==> config.mk <==
export PLATFORM = sky130hd
export DESIGN_NAME = rv32i_encoder
export DESIGN_NICKNAME = d
export VERILOG_FILES = /design/src/rtl/rv32i_encoder.sv
export SDC_FILE = /design/constraint.sdc
export NUM_CORES = 1
export LEC_CHECK = 0
export ABC_AREA = 0
export CAP_MARGIN = 20
export CORE_AREA = 4 4 165 103
export CTS_BUF_LIST = sky130_fd_sc_hd__clkbuf_2
export CTS_CLUSTER_SIZE = 14
export DETAILED_ROUTE_END_ITERATION = 8
export DIE_AREA = 0 0 169 107
export DONT_BUFFER_PORTS = 1
export GPL_ROUTABILITY_DRIVEN = 0
export GPL_TIMING_DRIVEN = 0
export PLACE_DENSITY = 0.42
export REMOVE_ABC_BUFFERS = 1
export SLEW_MARGIN = 20
export SYNTH_ARGS = -nofsm -noshare
export SYNTH_HDL_FRONTEND = slang
export SYNTH_SLANG_ARGS = --single-unit
==> constraint.sdc <==
create_clock -name clk -period 5 [get_ports clk]
set_clock_uncertainty 0.1 [all_clocks]
set_input_delay 1 -clock clk [delete_from_list [all_inputs] [get_ports clk]]
set_output_delay 1 -clock clk [all_outputs]
set_load 0.01 [all_outputs]
==> src/rtl/rv32i_encoder.sv <==
// rv32i_encoder: turns decoded RV32I instruction fields into 32-bit instruction words.
// Checks each request and reports the first problem it finds, in this order: kind, funct, immediate
// range, immediate alignment. Expands the LI pseudo-op into a single ADDI, or into LUI followed by ADDI.
// Ports:
//   clk, rst          clock; synchronous active-high reset
//   in_valid/in_ready request handshake; in_ready is combinational
//   in_kind, in_funct3, in_alt, in_rd, in_rs1, in_rs2, in_imm   decoded fields
//   out_valid/out_ready, out_insn, out_last   word handshake (registered outputs)
//   err_valid, err_code   one-cycle reject pulse and reason (1 kind, 2 funct, 3 range, 4 align)
//   insn_count            output handshakes since reset, wraps
module rv32i_encoder #(
  parameter int unsigned COUNT_W = 16,
  parameter bit          LI_EN   = 1'b1
) (
  input  logic               clk,
  input  logic               rst,
  input  logic               in_valid,
  output logic               in_ready,
  input  logic [3:0]         in_kind,
  input  logic [2:0]         in_funct3,
  input  logic               in_alt,
  input  logic [4:0]         in_rd,
  input  logic [4:0]         in_rs1,
  input  logic [4:0]         in_rs2,
  input  logic [31:0]        in_imm,
  output logic               out_valid,
  input  logic               out_ready,
  output logic [31:0]        out_insn,
  output logic               out_last,
  output logic               err_valid,
  output logic [2:0]         err_code,
  output logic [COUNT_W-1:0] insn_count
);

  localparam int unsigned INSN_W = 32;
  localparam int unsigned REG_W  = 5;
  localparam int unsigned LO_W   = 12;
  localparam int unsigned HI_W   = 20;

  localparam logic [3:0] K_LUI    = 4'd0;
  localparam logic [3:0] K_AUIPC  = 4'd1;
  localparam logic [3:0] K_JAL    = 4'd2;
  localparam logic [3:0] K_JALR   = 4'd3;
  localparam logic [3:0] K_BRANCH = 4'd4;
  localparam logic [3:0] K_LOAD   = 4'd5;
  localparam logic [3:0] K_STORE  = 4'd6;
  localparam logic [3:0] K_OPIMM  = 4'd7;
  localparam logic [3:0] K_OP     = 4'd8;
  localparam logic [3:0] K_LI     = 4'd9;

  localparam logic [6:0] OPC_LUI    = 7'b0110111;
  localparam logic [6:0] OPC_AUIPC  = 7'b0010111;
  localparam logic [6:0] OPC_JAL    = 7'b1101111;
  localparam logic [6:0] OPC_JALR   = 7'b1100111;
  localparam logic [6:0] OPC_BRANCH = 7'b1100011;
  localparam logic [6:0] OPC_LOAD   = 7'b0000011;
  localparam logic [6:0] OPC_STORE  = 7'b0100011;
  localparam logic [6:0] OPC_OPIMM  = 7'b0010011;
  localparam logic [6:0] OPC_OP     = 7'b0110011;

  localparam logic [2:0] E_NONE  = 3'd0;
  localparam logic [2:0] E_KIND  = 3'd1;
  localparam logic [2:0] E_FUNCT = 3'd2;
  localparam logic [2:0] E_RANGE = 3'd3;
  localparam logic [2:0] E_ALIGN = 3'd4;

  typedef enum logic [0:0] {S_IDLE, S_LI_LO} state_t;

  state_t             state_q, state_d;
  logic [REG_W-1:0]   li_rd_q, li_rd_d;
  logic [LO_W-1:0]    li_lo_q, li_lo_d;
  logic               out_valid_d, out_last_d, err_valid_d;
  logic [INSN_W-1:0]  out_insn_d;
  logic [2:0]         err_code_d;
  logic [COUNT_W-1:0] count_d;

  // Immediate range classes; "sext N" means the value fits in N signed bits.
  logic sext12_ok, sext13_ok, sext21_ok, zext12_ok, shamt_ok;
  assign sext12_ok = (in_imm[31:11] == '0) || (in_imm[31:11] == '1);
  assign sext13_ok = (in_imm[31:12] == '0) || (in_imm[31:12] == '1);
  assign sext21_ok = (in_imm[31:20] == '0) || (in_imm[31:20] == '1);
  assign zext12_ok = (in_imm[31:12] == '0);
  assign shamt_ok  = (in_imm[31:5]  == '0);

  logic              slot_free;
  assign slot_free = !out_valid || out_ready;
  assign in_ready  = (state_q == S_IDLE) && slot_free;

  // Request decode: validity checks and the first (or only) word to emit.
  logic              kind_ok, funct_ok, range_ok, align_ok;
  logic [2:0]        req_err;
  logic [INSN_W-1:0] enc_insn;
  logic              enc_last, enc_split;
  logic [HI_W-1:0]   li_hi;
  logic              is_shift;

  always_comb begin
    kind_ok   = 1'b1;
    funct_ok  = 1'b1;
    range_ok  = 1'b1;
    align_ok  = 1'b1;
    enc_insn  = '0;
    enc_last  = 1'b1;
    enc_split = 1'b0;
    // Round up when the low part will be sign-extended negative by the ADDI.
    li_hi     = in_imm[31:12] + HI_W'(in_imm[11]);
    is_shift  = (in_funct3 == 3'b001) || (in_funct3 == 3'b101);
    case (in_kind)
      K_LUI, K_AUIPC: begin
        funct_ok = !in_alt;
        range_ok = (in_imm[11:0] == '0);
        enc_insn = {in_imm[31:12], in_rd, (in_kind == K_LUI) ? OPC_LUI : OPC_AUIPC};
      end
      K_JAL: begin
        funct_ok = !in_alt;
        range_ok = sext21_ok;
        align_ok = !in_imm[0];
        enc_insn = {in_imm[20], in_imm[10:1], in_imm[11], in_imm[19:12], in_rd, OPC_JAL};
      end
      K_JALR: begin
        funct_ok = !in_alt && (in_funct3 == 3'b000);
        range_ok = sext12_ok;
        enc_insn = {in_imm[11:0], in_rs1, in_funct3, in_rd, OPC_JALR};
      end
      K_BRANCH: begin
        funct_ok = !in_alt && (in_funct3 != 3'b010) && (in_funct3 != 3'b011);
        range_ok = sext13_ok;
        align_ok = !in_imm[0];
        enc_insn = {in_imm[12], in_imm[10:5], in_rs2, in_rs1, in_funct3, in_imm[4:1], in_imm[11],
                    OPC_BRANCH};
      end
      K_LOAD: begin
        funct_ok = !in_alt && (in_funct3 != 3'b011) && (in_funct3 != 3'b110) &&
                   (in_funct3 != 3'b111);
        range_ok = sext12_ok;
        enc_insn = {in_imm[11:0], in_rs1, in_funct3, in_rd, OPC_LOAD};
      end
      K_STORE: begin
        funct_ok = !in_alt && (in_funct3[2] == 1'b0) && (in_funct3 != 3'b011);
        range_ok = sext12_ok;
        enc_insn = {in_imm[11:5], in_rs2, in_rs1, in_funct3, in_imm[4:0], OPC_STORE};
      end
      K_OPIMM: begin
        funct_ok = !in_alt || (in_funct3 == 3'b101);
        case (in_funct3)
          3'b000, 3'b010: range_ok = sext12_ok;
          3'b001, 3'b101: range_ok = shamt_ok;
          default:        range_ok = zext12_ok;
        endcase
        if (is_shift) begin
          enc_insn = {1'b0, in_alt, 5'b0, in_imm[4:0], in_rs1, in_funct3, in_rd, OPC_OPIMM};
        end else begin
          enc_insn = {in_imm[11:0], in_rs1, in_funct3, in_rd, OPC_OPIMM};
        end
      end
      K_OP: begin
        funct_ok = !in_alt || (in_funct3 == 3'b000) || (in_funct3 == 3'b101);
        enc_insn = {1'b0, in_alt, 5'b0, in_rs2, in_rs1, in_funct3, in_rd, OPC_OP};
      end
      K_LI: begin
        kind_ok  = LI_EN;
        funct_ok = !in_alt;
        if (sext12_ok) begin
          enc_insn = {in_imm[11:0], 5'd0, 3'b000, in_rd, OPC_OPIMM};
        end else begin
          enc_insn  = {li_hi, in_rd, OPC_LUI};
          enc_split = (in_imm[11:0] != '0);
          enc_last  = !enc_split;
        end
      end
      default: kind_ok = 1'b0;
    endcase

    if (!kind_ok) begin
      req_err = E_KIND;
    end else if (!funct_ok) begin
      req_err = E_FUNCT;
    end else if (!range_ok) begin
      req_err = E_RANGE;
    end else if (!align_ok) begin
      req_err = E_ALIGN;
    end else begin
      req_err = E_NONE;
    end
  end

  // Next-state: output slot, error pulse, counter and the pending LI low half.
  always_comb begin
    state_d     = state_q;
    li_rd_d     = li_rd_q;
    li_lo_d     = li_lo_q;
    out_valid_d = out_valid;
    out_insn_d  = out_insn;
    out_last_d  = out_last;
    err_valid_d = 1'b0;
    err_code_d  = err_code;
    count_d     = insn_count;

    if (out_valid && out_ready) begin
      out_valid_d = 1'b0;
      count_d     = insn_count + COUNT_W'(1);
    end

    case (state_q)
      S_IDLE: begin
        if (in_valid && slot_free) begin
          if (req_err != E_NONE) begin
            err_valid_d = 1'b1;
            err_code_d  = req_err;
          end else begin
            out_valid_d = 1'b1;
            out_insn_d  = enc_insn;
            out_last_d  = enc_last;
            if (enc_split) begin
              state_d = S_LI_LO;
              li_rd_d = in_rd;
              li_lo_d = in_imm[11:0];
            end
          end
        end
      end
      S_LI_LO: begin
        if (slot_free) begin
          out_valid_d = 1'b1;
          out_insn_d  = {li_lo_q, li_rd_q, 3'b000, li_rd_q, OPC_OPIMM};
          out_last_d  = 1'b1;
          state_d     = S_IDLE;
        end
      end
      default: state_d = S_IDLE;
    endcase
  end

  // State and output registers.
  always_ff @(posedge clk) begin
    if (rst) begin
      state_q    <= S_IDLE;
      li_rd_q    <= '0;
      li_lo_q    <= '0;
      out_valid  <= 1'b0;
      out_insn   <= '0;
      out_last   <= 1'b0;
      err_valid  <= 1'b0;
      err_code   <= '0;
      insn_count <= '0;
    end else begin
      state_q    <= state_d;
      li_rd_q    <= li_rd_d;
      li_lo_q    <= li_lo_d;
      out_valid  <= out_valid_d;
      out_insn   <= out_insn_d;
      out_last   <= out_last_d;
      err_valid  <= err_valid_d;
      err_code   <= err_code_d;
      insn_count <= count_d;
    end
  end

endmodule
==> flow_summary.yaml <==
floorplanning:
  die_height_um: 107
  start_util_pct: 30.0
  dieArea_sq_um: 18100
  num_io_pins: 114
  core_area_sq_um: 15300
  dieWidth_um: 169
  rows: 35
timing:
  setup-tns-final_ns: 0
  post-route-period-util_pct: 72.3
  fmax_mhz: 277
  period_needed_ns: 3.62
  finalMaxSlewViolations: 0
  slew_headroom_pct: 36.9
  setup_viol: 0
  hold_violations: 0
  grt_setup_unrepaired: "false"
  worst_slew_pin_slew_ns: 0.940
  fin_hold_ws_ns: 0.368
cts:
  cts_sinks: 71
  path_clk_slew_ns: 0.23
  clockRootBuffer: "clkbuf_2"
  cts_tree: "built"
  holdBufCountCts: 0
  cts_max_level: 3
  cts_buffers: 9
  post_cts.repair.setup_buffers: 0
  clockBufferDepth: 2
  post_cts_resized: 0
  clkLatencyLatePin_ns: 0.56
status:
  status: "completed"
synthesis:
  yosysUniqueCellTypes: 61
  async_flop_share_pct: 0
  synth_edf_count: 0
  yosysTopAreaCell: "dfxtp_1"
  synth_area_sq_um: 4590
  yosys.area.top_type_share_pct: 31.0
  seq_area_frac_synth_pct: 31.0
  yosys_warnings: 0
  synth.area.top_cells: "dfxtp_1, mux2i_1, nand2_1"
  ys_ff_latch: 71
  syn_area_per_cell_sq_um: 7.77
  ys.flop_type: "dfxtp_1"
  syn_inst: 590
drt:
  drc: 0
  wl_per_cell_um: 21.9
  first_iter_violations: 356
  drtAntennaViolNets: 0
  via_count: 4410
  wl_mm: 16.9
  drtPass1Iterations: 5
  vias_per_cell: 5.71
grt:
  grt_remaining_overflow: 0
  antenna_found_initial: 0
  grtUsageTotal_pct: 18.3
  grt_pass1_wl_mm: 25.4
  grt_max_degree: 56
  grt_pass1_vias: 4100
worst_setup_path:
  critPathKind: "in2reg"
  cp-end-kind: "flop"
  start_kind: "primary input"
  crit_required_ns: 5.39
  crit_arrival_ns: 4.01
  path_max_fanout: 13
power_and_ir_drop:
  power_density_nw_per_um2: 231
  total_power_uw: 1130
  ir_worst_vdd_uv: 91.9
  p_leak_uw: 0.00184
layout:
  nFillCells: 1641
  layout.cells.non_filler: 773
  drive_above_1_share_pct: 6.49
  area_growth_syn_to_layout_pct: 6.52
  n_antenna_cell: 0
  nets: 628
job:
  cap_violations: 0
placement:
  dp_hpwl_mm: 12.7
  place_inst: 756
  portBuffers: 0
hold_path:
  worstHoldPathType: "in2reg"
power breakdown:
group	total [uW]	switching, uW	leakage, uW	internal [uW]
logic	145	85.1	0.00119	60.3
registers	592	13.6	0.000574	578
clock network	390	224	0.0000776	166
stage by stage:
step	util, %	instance area [sq um]	setup slack (ns)
finish	32.0	4880	1.38
global route	32.0	4880	1.36
CTS	31.9	4870	1.51
detailed placement	31.0	4740	0.836
global placement	30.6	4670	0.0164
floorplan	-	4420	1.13
cells in the final DEF (no fill, tap or decap), types with 10 or more instances in the layout:
| cell type | instances |
|---|---|
| nor2_1 | 64 |
| o211ai_1 | 14 |
| inv_1 | 13 |
| a22oi_1 | 10 |
| nand4_1 | 11 |
| xor2_1 | 17 |
| xnor2_1 | 16 |
| nand3_1 | 19 |
| clkbuf_2 | 11 |
| nor4_1 | 12 |
| a21oi_1 | 38 |
| nand2_1 | 73 |
| mux2i_1 | 38 |
| nor2b_1 | 11 |
| dfxtp_1 | 70 |
| o21ai_0 | 28 |
| nor3_1 | 12 |
worst paths after layout:
| check | start | end | slack (ns) | depth (start not counted) |
|---|---|---|---|---|
| min reg2reg | out_insn[25] | out_insn[25] | 0.42 | 2 |
| max reg2reg | state_q | out_insn[24] | 2.11 | 8 |
| max | in_imm[13] | out_insn[13] | 1.38 | 9 |
| min | rst | insn_count[15] | 0.37 | 1 |
final cells by class:
cell class                 instances  area, sq um  area share [%]
tap                              203          254            5.20
timing repair buffer               4         63.8            1.31
multi-input combinational        465         2960            60.6
inverter                          14         52.6            1.08
clock inverter                     6         83.8            1.72
clock buffer                      10         50.0            1.02
sequential                        71         1420            29.1
cell families (layout without fill, tap and decap cells):
group / count (synthesis) / count (layout) / share of synthesized area [%]
buffers and inverters: 54 / 34 / 4.77
flip-flops: 71 / 71 / 31.0
XOR/XNOR: 33 / 33 / 6.30
adder cells (fa/ha/maj): 4 / 4 / 1.09
AO/OA/AOI/OAI: 146 / 146 / 22.0
AND/OR/NAND/NOR: 237 / 237 / 24.8
multiplexers: 45 / 45 / 10.1
Yosys cell counts, types with 3 or more instances:
| cell type | instances |
|---|---|
| and3_1 | 4 |
| dfxtp_1 | 71 |
| buf_2 | 3 |
| o311a_1 | 5 |
| xnor2_1 | 16 |
| a211oi_1 | 7 |
| or4_1 | 3 |
| or3_1 | 4 |
| nand2b_1 | 6 |
| a222oi_1 | 4 |
| nor4_1 | 12 |
| nor3_1 | 13 |
| o211ai_1 | 14 |
| nand2_1 | 73 |
| mux2_2 | 6 |
| ha_1 | 4 |
| o221ai_1 | 5 |
| a22oi_1 | 10 |
| o21ai_0 | 28 |
| clkbuf_1 | 31 |
| nand4_1 | 11 |
| a31oi_1 | 3 |
| nor2b_1 | 11 |
| nor2_1 | 64 |
| nand3_1 | 19 |
| a21oi_1 | 38 |
| mux2i_1 | 38 |
| inv_1 | 14 |
| xor2_1 | 17 |
| and2_1 | 3 |
| buf_1 | 3 |
| a32oi_1 | 7 |
| a21o_1 | 3 |
critical path, stage by stage:
cell and delay, ns:
nor4_1 0.54, nand4_1 0.36, a2bb2oi_2 0.27, buf_6 0.20, o22a_1 0.29, a211oi_4 0.50, o21ai_4 0.28, buf_16 0.25
mux2_4 0.29
sequential cells by signal (all words and copies together) (netlist names):
register    cells
out_insn       31
err_valid       1
state_q         1
err_code        3
insn_count     16
li_rd_q         5
out_last        1
out_valid       1
li_lo_q        12
metal layers:
layer / GRT usage [%] / part of all wire, % / vias up
li1: - / - / 2110
met1: 27.8 / 51 / 2125
met2: 24.3 / 39 / 158
met3: 6.60 / 8.8 / 17
met4: 3.50 / 1.1 / 0
met5: 0 / 0 / -
(Power assumes the default switching activity.)
